## src/rtl/monte_carlo_eval_if.sv

```systemverilog
// Playout-engine handshake: the evaluator (master) requests one playout with a
// forced first move; the engine (slave) answers with a one-cycle ack strobe.
interface monte_carlo_eval_if #(
  parameter int BOARD_W = 80,
  parameter int SCORE_W = 16,
  parameter int MW      = 2
);
  logic               po_req;
  logic [BOARD_W-1:0] po_board;
  logic [MW-1:0]      po_first_move;
  logic               po_ack;
  logic [SCORE_W-1:0] po_score;
  logic               po_legal;

  modport master (
    output po_req, po_board, po_first_move,
    input  po_ack, po_score, po_legal
  );

  modport slave (
    input  po_req, po_board, po_first_move,
    output po_ack, po_score, po_legal
  );
endinterface

```

## src/rtl/monte_carlo_eval.sv

```systemverilog
// Monte-Carlo move evaluator: runs `trials` playouts per candidate first move,
// accumulates saturating scores, then scans for the best legal move.
module monte_carlo_eval #(
  parameter int  NUM_MOVES = 4,
  parameter int  BOARD_W   = 80,
  parameter int  TRIALS_W  = 8,
  parameter int  SCORE_W   = 16,
  parameter int  ACC_W     = 24,
  localparam int MW        = (NUM_MOVES > 1) ? $clog2(NUM_MOVES) : 1
) (
  input  logic                clk,
  input  logic                rst,
  input  logic                start,
  input  logic [BOARD_W-1:0]  initial_board,
  input  logic [TRIALS_W-1:0] trials,
  monte_carlo_eval_if.master  po,
  output logic                busy,
  output logic                done,
  output logic [MW-1:0]       best_move,
  output logic [ACC_W-1:0]    best_score,
  output logic                no_move
);

  localparam int               SUM_W     = ((ACC_W > SCORE_W) ? ACC_W : SCORE_W) + 1;
  localparam logic [ACC_W-1:0] ACC_MAX   = {ACC_W{1'b1}};
  localparam logic [MW-1:0]    LAST_MOVE = MW'(NUM_MOVES - 1);

  typedef enum logic [2:0] {IDLE, REQ, WAIT, NEXT, CMP, DONE} state_t;

  state_t r_state, w_state_next;

  logic [BOARD_W-1:0]  r_board;
  logic [TRIALS_W-1:0] r_trials;
  logic [TRIALS_W-1:0] r_trial;
  logic [MW-1:0]       r_move;
  logic [MW-1:0]       r_cmp_idx;
  logic                r_found;
  logic [ACC_W-1:0]    r_best_acc;
  logic [MW-1:0]       r_best_idx;
  logic [MW-1:0]       r_best_move;
  logic [ACC_W-1:0]    r_best_score;
  logic                r_no_move;

  logic                w_po_req, w_busy, w_done;
  logic                w_accept, w_ack_hit, w_more_trials;
  logic [TRIALS_W:0]   w_trial_inc;
  logic [ACC_W-1:0]    w_acc [NUM_MOVES];
  logic [NUM_MOVES-1:0] w_illegal;
  logic [ACC_W-1:0]    w_cmp_acc;
  logic                w_take;
  logic [MW-1:0]       w_best_idx_n;
  logic [ACC_W-1:0]    w_best_acc_n;

  assign w_accept      = (r_state == IDLE) && start;
  assign w_ack_hit     = (r_state == WAIT) && po.po_ack;
  assign w_trial_inc   = {1'b0, r_trial} + (TRIALS_W + 1)'(1);
  assign w_more_trials = (w_trial_inc < {1'b0, r_trials}) && !w_illegal[r_move];

  // An illegal verdict only counts on the first trial; later ones are scored normally.
  generate
    for (genvar gi = 0; gi < NUM_MOVES; gi++) begin : g_move
      logic [ACC_W-1:0] r_acc;
      logic             r_illegal;
      logic [SUM_W-1:0] w_sum;

      assign w_sum = SUM_W'(r_acc) + SUM_W'(po.po_score);

      always_ff @(posedge clk) begin
        if (rst || w_accept) begin
          r_acc     <= '0;
          r_illegal <= 1'b0;
        end else if (w_ack_hit && (r_move == MW'(gi))) begin
          if (!po.po_legal && (r_trial == '0))
            r_illegal <= 1'b1;
          else if (w_sum > SUM_W'(ACC_MAX))
            r_acc <= ACC_MAX;
          else
            r_acc <= w_sum[ACC_W-1:0];
        end
      end

      assign w_acc[gi]     = r_acc;
      assign w_illegal[gi] = r_illegal;
    end
  endgenerate

  assign w_cmp_acc    = w_acc[r_cmp_idx];
  assign w_take       = !w_illegal[r_cmp_idx] && (!r_found || (w_cmp_acc > r_best_acc));
  assign w_best_idx_n = w_take ? r_cmp_idx : r_best_idx;
  assign w_best_acc_n = w_take ? w_cmp_acc : r_best_acc;

  always_ff @(posedge clk) begin
    if (rst) r_state <= IDLE;
    else     r_state <= w_state_next;
  end

  always_comb begin
    w_state_next = r_state;
    w_po_req     = 1'b0;
    w_busy       = 1'b0;
    w_done       = 1'b0;
    case (r_state)
      IDLE: begin
        if (start) w_state_next = (trials == '0) ? DONE : REQ;
      end
      REQ: begin
        w_po_req     = 1'b1;
        w_busy       = 1'b1;
        w_state_next = WAIT;
      end
      WAIT: begin
        w_po_req = 1'b1;
        w_busy   = 1'b1;
        if (po.po_ack) w_state_next = NEXT;
      end
      NEXT: begin
        w_busy = 1'b1;
        if (!w_more_trials && (r_move == LAST_MOVE)) w_state_next = CMP;
        else                                         w_state_next = REQ;
      end
      CMP: begin
        w_busy = 1'b1;
        if (r_cmp_idx == LAST_MOVE) w_state_next = DONE;
      end
      DONE: begin
        w_done       = 1'b1;
        w_state_next = IDLE;
      end
      default: w_state_next = IDLE;
    endcase
  end

  always_ff @(posedge clk) begin
    if (rst) begin
      r_board      <= '0;
      r_trials     <= '0;
      r_trial      <= '0;
      r_move       <= '0;
      r_cmp_idx    <= '0;
      r_found      <= 1'b0;
      r_best_acc   <= '0;
      r_best_idx   <= '0;
      r_best_move  <= '0;
      r_best_score <= '0;
      r_no_move    <= 1'b0;
    end else begin
      case (r_state)
        IDLE: begin
          if (start) begin
            r_board    <= initial_board;
            r_trials   <= trials;
            r_trial    <= '0;
            r_move     <= '0;
            r_cmp_idx  <= '0;
            r_found    <= 1'b0;
            r_best_acc <= '0;
            r_best_idx <= '0;
            if (trials == '0) begin
              r_best_move  <= '0;
              r_best_score <= '0;
              r_no_move    <= 1'b1;
            end
          end
        end
        NEXT: begin
          if (w_more_trials) begin
            r_trial <= r_trial + TRIALS_W'(1);
          end else begin
            r_trial <= '0;
            r_move  <= r_move + MW'(1);
          end
        end
        CMP: begin
          r_cmp_idx  <= r_cmp_idx + MW'(1);
          r_found    <= r_found || w_take;
          r_best_idx <= w_best_idx_n;
          r_best_acc <= w_best_acc_n;
          // Results are published on the last scan step so they are valid with done.
          if (r_cmp_idx == LAST_MOVE) begin
            r_best_move  <= w_best_idx_n;
            r_best_score <= w_best_acc_n;
            r_no_move    <= !(r_found || w_take);
          end
        end
        default: ;
      endcase
    end
  end

  assign busy             = w_busy;
  assign done             = w_done;
  assign best_move        = r_best_move;
  assign best_score       = r_best_score;
  assign no_move          = r_no_move;
  assign po.po_req        = w_po_req;
  assign po.po_board      = r_board;
  assign po.po_first_move = r_move;

endmodule

```

## src/flat_wrapper.sv

```systemverilog
// flat-port wrapper written by rule: the top's interface ports become plain ports
module monte_carlo_eval_flat 
#(
  parameter int  NUM_MOVES = 4,
  parameter int  BOARD_W   = 80,
  parameter int  TRIALS_W  = 8,
  parameter int  SCORE_W   = 16,
  parameter int  ACC_W     = 24,
  localparam int MW        = (NUM_MOVES > 1) ? $clog2(NUM_MOVES) : 1
)
  (clk, rst, start, initial_board, trials, busy, done, best_move, best_score, no_move, po_po_req, po_po_board, po_po_first_move, po_po_ack, po_po_score, po_po_legal);
  monte_carlo_eval_if #(.BOARD_W(BOARD_W), .SCORE_W(SCORE_W), .MW(MW)) po_i ();
  input  logic clk;
  input  logic rst;
  input  logic start;
  input  logic [BOARD_W-1:0] initial_board;
  input  logic [TRIALS_W-1:0] trials;
  output logic busy;
  output logic done;
  output logic [MW-1:0] best_move;
  output logic [ACC_W-1:0] best_score;
  output logic no_move;
  output wire logic [$bits(po_i.po_req)-1:0] po_po_req;
  output wire logic [$bits(po_i.po_board)-1:0] po_po_board;
  output wire logic [$bits(po_i.po_first_move)-1:0] po_po_first_move;
  input wire logic [$bits(po_i.po_ack)-1:0] po_po_ack;
  input wire logic [$bits(po_i.po_score)-1:0] po_po_score;
  input wire logic [$bits(po_i.po_legal)-1:0] po_po_legal;
  assign po_po_req = po_i.po_req;
  assign po_po_board = po_i.po_board;
  assign po_po_first_move = po_i.po_first_move;
  assign po_i.po_ack = po_po_ack;
  assign po_i.po_score = po_po_score;
  assign po_i.po_legal = po_po_legal;
  monte_carlo_eval #(.NUM_MOVES(NUM_MOVES), .BOARD_W(BOARD_W), .TRIALS_W(TRIALS_W), .SCORE_W(SCORE_W), .ACC_W(ACC_W)) u_core (.clk(clk), .rst(rst), .start(start), .initial_board(initial_board), .trials(trials), .po(po_i), .busy(busy), .done(done), .best_move(best_move), .best_score(best_score), .no_move(no_move));
endmodule
```

## config.mk

```make
export PLATFORM = sky130hd
export DESIGN_NAME = monte_carlo_eval_flat
export DESIGN_NICKNAME = d
export VERILOG_FILES = /design/src/rtl/monte_carlo_eval_if.sv /design/src/rtl/monte_carlo_eval.sv /design/src/flat_wrapper.sv
export SDC_FILE = /design/constraint.sdc
export NUM_CORES = 1
export LEC_CHECK = 0
export BUFFER_PORTS_ARGS = -buffer_cell sky130_fd_sc_hd__buf_2
export CAP_MARGIN = 0
export CORE_MARGIN = 2
export CORE_UTILIZATION = 54
export CTS_CLUSTER_DIAMETER = 60
export DETAILED_ROUTE_END_ITERATION = 6
export GPL_TIMING_DRIVEN = 1
export PLACE_DENSITY = 0.8
export SETUP_SLACK_MARGIN = 0.4
export SLEW_MARGIN = 5
export SYNTH_ARGS = -nofsm -noshare
export SYNTH_HDL_FRONTEND = slang
export SYNTH_SLANG_ARGS = --single-unit
```

## constraint.sdc

```tcl
create_clock -name clk -period 5 [get_ports clk]
set_clock_uncertainty 0.15 [all_clocks]
set_input_delay 0.5 -clock clk [delete_from_list [all_inputs] [get_ports clk]]
set_output_delay 0.5 -clock clk [all_outputs]
set_load 0.02 [all_outputs]
```

==> run_results.csv <==
group,metric,value,unit
floorplan,die_y,166,um
cts,htree_num_levels,1,
routing,drtIter0Drc,1312,
layout,fillers,2145,
pwr,peakVddDrop,0.256,mV
yosys,synth_cells,1667,
yosys,synth_ff_type,"dfxtp_1",
pwr,p_sw_frac,0.272,
routing,wl_per_cell,17.4,um
yosys,synth_edf_count,0,
yosys,synth.avg_cell_area,8.50,um2
pwr,seq_power_share,0.425,
yosys,yosysSeqAreaShare,0.363,
layout,final_cell_mix,"dfxtp_1, nand2_1, buf_2, a21oi_1, o21ai_0",
cts,cts_sinks,257,
pwr,leakage,7.13,nW
run_status,status,"finished, final reports clean",
layout,syn_to_final_growth,18.4,%
routing,viasPerCell,5.89,
pwr,p_sw,1.38,mW
floorplan,start_util,0.547,
floorplan,die-width,166,um
yosys,synth_top_area_frac,0.363,
yosys,ys_ff_latch,257,
floorplan,core_area,0.0259,mm2
floorplan,dieArea,0.0275,mm2
timing,rsz0062_at_grt,"no",
placement,port_buffers,220,
setup_path,reg2reg_from,"u_core.r_cmp_idx[0]",
cts,cts.clk_slew.worst_paths,0.06,ns
setup_path,startpoint_type,"flip-flop",
layout,final_core_util,0.647,
global_route,track_usage,0.271,
cts,hold_buffers,40,
timing,tightest_slew,1.14,ns
cts,numCtsBuffers,31,
timing,finalSetupTns,0,ns
placement,dp_hpwl,28.2,mm
setup_path,cp.required,5.35,ns
timing,slew_headroom,0.238,
cts,cts-root-buf,"clkbuf_16",
cts,post-cts-setup-buffer-count,0,
setup_path,crit_start,"u_core.r_cmp_idx[0]",
timing,post-route-period-util,0.811,
setup_path,arrival,4.41,ns
yosys,synth_area,0.0142,mm2
routing,detail_route.first_pass.iterations,6,
yosys,postSynth.asyncResetShare,0,
global_route,grt_pass1_vias,12500,
timing,slew_violations,0,
layout,layout.nets,2096,
pwr,power_frac_clock,0.448,
layout,drive_gt1_frac,0.177,
layout,final_common_cell,"dfxtp_1",
timing,final-hold-violation-count,0,
pwr,p_int,3.69,mW
timing,setup_violations,0,
yosys,netlist_top_cells_area,"dfxtp_1, ha_1, nand2_1",
pwr,combinationalPowerShare,0.127,
cts,cts_buffer_depth,3,
floorplan,boundaryPins,221,
global_route,grt_pass1_wl,62.2,mm
yosys,syn-num-nets,1882,
cts,ctsResizeCount,0,
hold_path,hold_class,"input port to flip-flop",
routing,drc,0,
setup_path,path_max_fanout,26,
routing,drtAntennaViolNets,0,
yosys,ys_warn_count,0,
cts,clock_latency,0.59,ns
layout,num_antenna_cells,0,
timing,max_freq,247,MHz
global_route,grt_max_degree,90,
timing,finalCriticalPeriod,4.06,ns
yosys,synth_top_area_cell,"dfxtp_1",
placement,routabilityCongestion,0.995,
global_route,overflow,0,
cts,cts_tree,"yes",
routing,vias,13200,
global_route,antenna_found_initial,1,
setup_path,critPathKind,"flip-flop to flip-flop",
routing,drt-total-wl,38.9,mm
pwr,p_per_area,303,mW/mm2
yosys,ys_types,81,
floorplan,rows,59,
hold_path,min_from,"initial_board[7]",
setup_path,worstSetupEndpointType,"flip-flop",
flow_run,cap_violations,0,
-- cell families after synthesis --
group | Yosys count | share of synthesized area
compound gates | 532 | 0.228
xor+xnor | 57 | 0.0352
fa+ha+maj | 106 | 0.0958
buf+inv | 149 | 0.0480
flops | 257 | 0.363
mux | 53 | 0.0604
simple gates | 513 | 0.169
-- through the flow --
stage / total power, mW / setup slack (ns) / hold WS (ns) / instances / cell area (um2)
after global routing: 5.26 / 0.628 / 0.00850 / 2240 / 16800
after CTS: 5.09 / 0.899 / 0.000465 / 2240 / 16800
after global placement: 2.79 / 1.04 / 0.287 / 2143 / 15300
after floorplan: 2.62 / 1.31 / 0.284 / 1667 / 14200
final: 5.08 / 0.943 / 0.0230 / 2240 / 16800
after detailed placement: 2.81 / 0.913 / 0.289 / 2143 / 15300
-- Yosys cell counts, types with 4 or more instances --
| cell | instances |
|---|---|
| nor3_1 | 31 |
| a311oi_1 | 8 |
| nand4_1 | 11 |
| buf_1 | 5 |
| nand3_1 | 21 |
| o21a_1 | 11 |
| inv_1 | 57 |
| dfxtp_1 | 257 |
| a21boi_0 | 4 |
| o31a_1 | 4 |
| nor2_1 | 87 |
| and4_1 | 7 |
| xor2_1 | 26 |
| o21bai_1 | 5 |
| a22o_1 | 30 |
| nand2_1 | 256 |
| nor2b_1 | 11 |
| a21o_1 | 21 |
| o21ai_0 | 113 |
| nand2b_1 | 15 |
| mux2i_1 | 27 |
| buf_6 | 6 |
| and2_1 | 11 |
| buf_2 | 14 |
| fa_1 | 4 |
| a211oi_1 | 19 |
| and3_1 | 33 |
| a21oi_1 | 189 |
| a31oi_1 | 59 |
| o211ai_1 | 11 |
| clkbuf_1 | 61 |
| ha_1 | 102 |
| mux4_2 | 26 |
| o31ai_1 | 4 |
| o21ai_1 | 20 |
| xnor2_1 | 31 |
-- worst max-delay path, stage by stage (launching register included) --
cell	delay, ns
dfxtp_2	0.66
buf_4	0.35
mux4_2	0.58
ha_1	0.32
nand4_1	0.10
or4_4	0.44
a21oi_1	0.23
o21ai_4	0.10
nor3_4	0.80
a22o_1	0.25
-- final timing paths --
check	slack, ns	to	depth (start not counted)
max	0.94	u_core.r_best_idx[0]	9
min	0.02	u_core.po.po_board[7]	3
max reg2reg	0.94	u_core.r_best_idx[0]	9
min reg2reg	0.29	u_core.best_score[4]	2
-- flip-flops by register name, indices dropped and copies added, names as in the netlist --
signal                   cells
u_core.best_score           24
u_core.r_best_acc           24
u_core.g_move.r_acc         96
u_core.r_best_idx            2
u_core.po.po_first_move      2
u_core.r_found               1
u_core.r_state               3
u_core.r_cmp_idx             2
u_core.r_trials              8
u_core.po.po_board          80
u_core.best_move             2
u_core.r_trial               8
u_core.g_move.r_illegal      4
u_core.no_move               1
-- final cells by class --
cell class | instances | area [um2] | share of cell area
multi-input cells | 1261 | 8360 | 0.498
flip-flops and latches | 257 | 5150 | 0.307
repair buffers | 273 | 1600 | 0.0955
clock buffers | 40 | 840 | 0.0501
well taps | 335 | 419 | 0.0250
inverters | 57 | 214 | 0.0128
clock inverters | 17 | 194 | 0.0116
-- metal layers --
layer	part of all wire	up-vias	wire, um	global-route usage
li1	-	6453	-	-
met1	0.43	6124	16900	0.372
met2	0.43	526	16900	0.427
met3	0.10	91	3940	0.0584
met4	0.029	2	1150	0.0885
met5	0.00021	-	8	0
-- power by group through the flow --
stage	clock [mW]	combinational [mW]	sequential, mW
6_report	2.27	0.646	2.16
5_1_grt	2.39	0.710	2.16
4_1_cts	2.29	0.640	2.15
3_5_place_dp	0	0.613	2.20
3_3_place_gp	0	0.598	2.19
2_1_floorplan	0	0.357	2.26
Power figures use the tool's default switching activity.
